[src/rtl/pipe_divider_pkg.sv]
// Shared widths, latency helper and stage payload layout for pipe_divider.
// Optional build macro: PIPE_DIVIDER_SIGNED_EN adds the sign-fix output stage.
package pipe_divider_pkg;

  localparam int unsigned DEF_N     = 16;
  localparam int unsigned DEF_M     = 8;
  localparam int unsigned DEF_TAG_W = 4;

  // Per-stage payload; the top builds the same layout at its own widths.
  typedef struct packed {
    logic [DEF_M-1:0]     rem;
    logic [DEF_N-1:0]     quo;
    logic [DEF_N-1:0]     dvd;
    logic [DEF_M-1:0]     dsr;
    logic [DEF_TAG_W-1:0] tag;
    logic                 div0;
    logic                 neg_q;
    logic                 neg_r;
  } payload_t;

  function automatic int unsigned latency(input int unsigned n);
`ifdef PIPE_DIVIDER_SIGNED_EN
    return n + 1;
`else
    return n;
`endif
  endfunction

endpackage

[src/rtl/pipe_divider_stage.sv]
// One restoring-division step: shift in the next dividend bit, trial-subtract
// the divisor, record the quotient bit. Registered, held when adv_i is low.
module pipe_divider_stage
  import pipe_divider_pkg::*;
#(
  parameter int unsigned N = DEF_N,
  parameter int unsigned M = DEF_M,
  parameter type payload_t = pipe_divider_pkg::payload_t
) (
  input  logic     clk,
  input  logic     rst,
  input  logic     adv_i,
  input  logic     vld_i,
  input  payload_t p_i,
  output logic     vld_o,
  output payload_t p_o
);

  logic [M:0] trial;
  logic [M:0] diff;
  logic       fits;
  logic       vld_q;
  payload_t   p_d;
  payload_t   p_q;

  // diff[M] is the borrow of the trial subtract; a zero divisor always "fits"
  // so the quotient fills with ones and the remainder carries dividend bits.
  always_comb begin
    trial   = {p_i.rem, p_i.dvd[N-1]};
    diff    = trial - {1'b0, p_i.dsr};
    fits    = ~diff[M] | p_i.div0;
    p_d     = p_i;
    p_d.rem = fits ? diff[M-1:0] : trial[M-1:0];
    p_d.quo = {p_i.quo[N-2:0], fits};
    p_d.dvd = {p_i.dvd[N-2:0], 1'b0};
  end

  always_ff @(posedge clk) begin
    if (rst) begin
      vld_q <= 1'b0;
      p_q   <= '0;
    end else if (adv_i) begin
      vld_q <= vld_i;
      p_q   <= p_d;
    end
  end

  assign vld_o = vld_q;
  assign p_o   = p_q;

endmodule

[src/rtl/pipe_divider.sv]
// N-stage pipelined restoring divider with tag sideband and global stall.
// Define PIPE_DIVIDER_SIGNED_EN for two's-complement operands (latency N+1).
module pipe_divider
  import pipe_divider_pkg::*;
#(
  parameter int unsigned N     = DEF_N,
  parameter int unsigned M     = DEF_M,
  parameter int unsigned TAG_W = DEF_TAG_W
) (
  input  logic             clk,
  input  logic             rst,
  input  logic             in_valid,
  output logic             in_ready,
  input  logic [N-1:0]     dividend,
  input  logic [M-1:0]     divisor,
  input  logic [TAG_W-1:0] in_tag,
  output logic             out_valid,
  input  logic             out_ready,
  output logic [N-1:0]     quotient,
  output logic [M-1:0]     remainder,
  output logic             div0,
  output logic [TAG_W-1:0] out_tag
);

  typedef struct packed {
    logic [M-1:0]     rem;
    logic [N-1:0]     quo;
    logic [N-1:0]     dvd;
    logic [M-1:0]     dsr;
    logic [TAG_W-1:0] tag;
    logic             div0;
    logic             neg_q;
    logic             neg_r;
  } link_t;

  logic [N:0] vld;
  link_t      pl [N+1];
  link_t      in_p;

  assign in_ready = !(out_valid && !out_ready);

  always_comb begin
    in_p      = '0;
    in_p.dvd  = dividend;
    in_p.dsr  = divisor;
    in_p.tag  = in_tag;
    in_p.div0 = (divisor == '0);
`ifdef PIPE_DIVIDER_SIGNED_EN
    // Zero divisor keeps the raw dividend so the remainder is its low bits.
    if (!in_p.div0) begin
      in_p.dvd   = dividend[N-1] ? -dividend : dividend;
      in_p.dsr   = divisor[M-1] ? -divisor : divisor;
      in_p.neg_q = dividend[N-1] ^ divisor[M-1];
      in_p.neg_r = dividend[N-1];
    end
`endif
  end

  assign vld[0] = in_valid;
  assign pl[0]  = in_p;

  for (genvar k = 0; k < N; k++) begin : g_stage
    pipe_divider_stage #(
      .N        (N),
      .M        (M),
      .payload_t(link_t)
    ) u_stage (
      .clk  (clk),
      .rst  (rst),
      .adv_i(in_ready),
      .vld_i(vld[k]),
      .p_i  (pl[k]),
      .vld_o(vld[k+1]),
      .p_o  (pl[k+1])
    );
  end

`ifdef PIPE_DIVIDER_SIGNED_EN
  logic             vld_q;
  logic [N-1:0]     quo_q, quo_d;
  logic [M-1:0]     rem_q, rem_d;
  logic             div0_q;
  logic [TAG_W-1:0] tag_q;

  always_comb begin
    quo_d = pl[N].neg_q ? -pl[N].quo : pl[N].quo;
    rem_d = pl[N].neg_r ? -pl[N].rem : pl[N].rem;
  end

  always_ff @(posedge clk) begin
    if (rst) begin
      vld_q  <= 1'b0;
      quo_q  <= '0;
      rem_q  <= '0;
      div0_q <= 1'b0;
      tag_q  <= '0;
    end else if (in_ready) begin
      vld_q  <= vld[N];
      quo_q  <= quo_d;
      rem_q  <= rem_d;
      div0_q <= pl[N].div0;
      tag_q  <= pl[N].tag;
    end
  end

  assign out_valid = vld_q;
  assign quotient  = vld_q ? quo_q : '0;
  assign remainder = vld_q ? rem_q : '0;
  assign div0      = vld_q & div0_q;
  assign out_tag   = vld_q ? tag_q : '0;
`else
  assign out_valid = vld[N];
  assign quotient  = vld[N] ? pl[N].quo : '0;
  assign remainder = vld[N] ? pl[N].rem : '0;
  assign div0      = vld[N] & pl[N].div0;
  assign out_tag   = vld[N] ? pl[N].tag : '0;
`endif

endmodule

[config.mk]
export PLATFORM = sky130hd
export DESIGN_NAME = pipe_divider
export DESIGN_NICKNAME = d
export VERILOG_FILES = /design/src/rtl/pipe_divider_pkg.sv /design/src/rtl/pipe_divider_stage.sv /design/src/rtl/pipe_divider.sv
export SDC_FILE = /design/constraint.sdc
export NUM_CORES = 2
export LEC_CHECK = 0
export ABC_AREA = 1
export CAP_MARGIN = 25
export CORE_UTILIZATION = 30
export CTS_CLUSTER_DIAMETER = 50
export DETAILED_ROUTE_END_ITERATION = 16
export SYNTH_ARGS = -nofsm -noshare
export SYNTH_HDL_FRONTEND = slang
export SYNTH_HIERARCHICAL = 1
export SYNTH_SLANG_ARGS = --single-unit
[constraint.sdc]
create_clock -name clk -period 3.01 [get_ports clk]
set_input_delay 0.4515 -clock clk [delete_from_list [all_inputs] [get_ports clk]]
set_output_delay 0.4515 -clock clk [all_outputs]
set_load 0.05 [all_outputs]
==> metrics.yaml <==
post-route-period-util: 0.938
io_buffer_count: 62
reg2reg_depth: 13
cellLeakagePower_nw: 15.3
vdd_drop_max_mv: 0.503
htreeDepth: 2
grt_pass1_wl_mm: 121
setup_violations: 0
worst_skew_pair.late_latency_ns: 0.64
max_freq_mhz: 354
maxSlewHeadroom: 0.428
cts-root-buf: "clkbuf_16"
drt_first_pass_iters: 5
total_power_mw: 29.4
cts_setup_buffers: 0
synthToLayoutAreaGrowth_pct: 12.1
avgSynthCellArea_um2: 7.13
vias_per_cell: 4.60
p_per_area_mw_per_mm2: 860
arrival_ns: 2.37
worst_clock_skew_ns: 0.0273
num_antenna_cells: 0
drive_gt1_frac: 0.0852
yosys_warnings: 6
hold_viol: 0
fp.dieH_um: 321
critPathLaunch: "g_stage[15].u_stage/vld_o"
antenna_found_initial: 0
path_clk_slew_ns: 0.06
path_max_fanout: 22
crit_end: "in_ready"
grt_max_degree: 136
cts_tree: "yes"
start_util: 0.304
grt-ovfl-total: 0
grt_pass1_vias: 23988
fillerInstances: 10841
avgRoutedWirePerCell_um: 12.7
cts_sinks: 600
pin_count: 63
fin_nets: 4375
die_w_um: 321
syn-cell-area_mm2: 0.0305
worstSetupPathType: "reg -> out"
groute.usage.overall: 0.137
dp_hpwl_mm: 50.1
die_area_mm2: 0.103
fp-row-count: 116
finalSetupTns_ns: 0
drtIter0Drc: 1791
synthCells: 4277
critPathCaptureType: "output port"
drc_errors: 0
worstPathRequired_ns: 2.56
post-route-min-period_ns: 2.82
r2r_end: "g_stage[9].u_stage/p_o[49]"
cts_hold_buf: 0
rsz0062_at_grt: "false"
cap_violations: 0
status: "finished, final reports clean"
core_area_mm2: 0.100
r2r_start: "g_stage[8].u_stage/p_o[30]"
cts_buffer_depth: 3
final_max_slew_viol_count: 0
cts_inserted_buffers: 61
worstHoldPathType: "in -> reg"
ant_nets: 0
cts_resized: 0
worstMarginPinSlew_ns: 0.857
drt_wl_total_mm: 71.4
fin_util: 0.340
r2r_slack_ns: 0.80
crit_path_start_kind: "flop"
vias: 25800
gp_congestion: 0.846
-- power by group --
group / switching, mW / internal [mW]
Sequential: 0.661 / 8.78
Combinational: 7.51 / 4.42
Clock: 3.25 / 4.75
-- worst min-delay path by stage --
stage,from,end,slack [ns],cells after the start
5_1_grt,rst,g_stage[7].u_stage/p_o[47],0.30,2
4_1_cts,rst,g_stage[4].u_stage/p_o[47],0.26,2
3_5_place_dp,g_stage[1].u_stage/p_o[20],g_stage[2].u_stage/p_o[21],0.46,2
6_report,rst,g_stage[4].u_stage/p_o[47],0.30,2
2_1_floorplan,g_stage[15].u_stage/p_o[47],g_stage[15].u_stage/p_o[47],0.44,2
3_3_place_gp,g_stage[8].u_stage/p_o[26],g_stage[9].u_stage/p_o[27],0.46,2
-- through the flow --
stage	worst slack, ns	cells	instance area, um2	hold WS, ns
final	0.186	5605	34200	0.304
after global routing	0.0699	5605	34200	0.302
after CTS	0.137	5605	34200	0.262
after detailed placement	0.449	5493	32000	0.459
after global placement	0.428	5493	32000	0.459
after floorplan	0.319	4292	30600	0.443
-- placed cells by master (no fill, tap or decap), drive strengths merged --
master	count
nor2	945
dfxtp	600
nand2	586
o21ai	513
inv	510
a21oi	233
nand3	226
ha	128
nand4	119
clkbuf	89
clkdlybuf4s50	61
buf	51
clkinv	34
xor2	32
or2	32
conb	16
and2	16
o21bai	16
fa	16
a21o	11
bufinv	6
nand3b	5
clkinvlp	3
-- flip-flops by register name, summed over array words and instances (netlist names) --
register               flops
g_stage.u_stage/p_o      584
g_stage.u_stage/vld_o     16
-- area by class of cell --
cell class	instances	area, um2	area share
clock buffer	89	1840	0.0539
clock inverter	23	302	0.00882
inverter	530	1990	0.0582
multi-input combinational	2894	15300	0.447
sequential	600	12000	0.351
tap	1357	1700	0.0497
timing repair buffer	112	1070	0.0313
-- critical path, stage by stage (launching register included) --
cell             delay, ns
dfxtp_1               0.43
buf_12                0.22
nand2_8               0.23
clkdlybuf4s50_1       0.86
-- routing by layer --
layer,track usage,vias to the layer above,wire (um)
met3,0.0180,104,2650
met4,0.0367,0,1650
li1,-,13470,-
met2,0.221,378,32000
met5,0,-,0
met1,0.191,11848,35200
(Power assumes the default switching activity.)
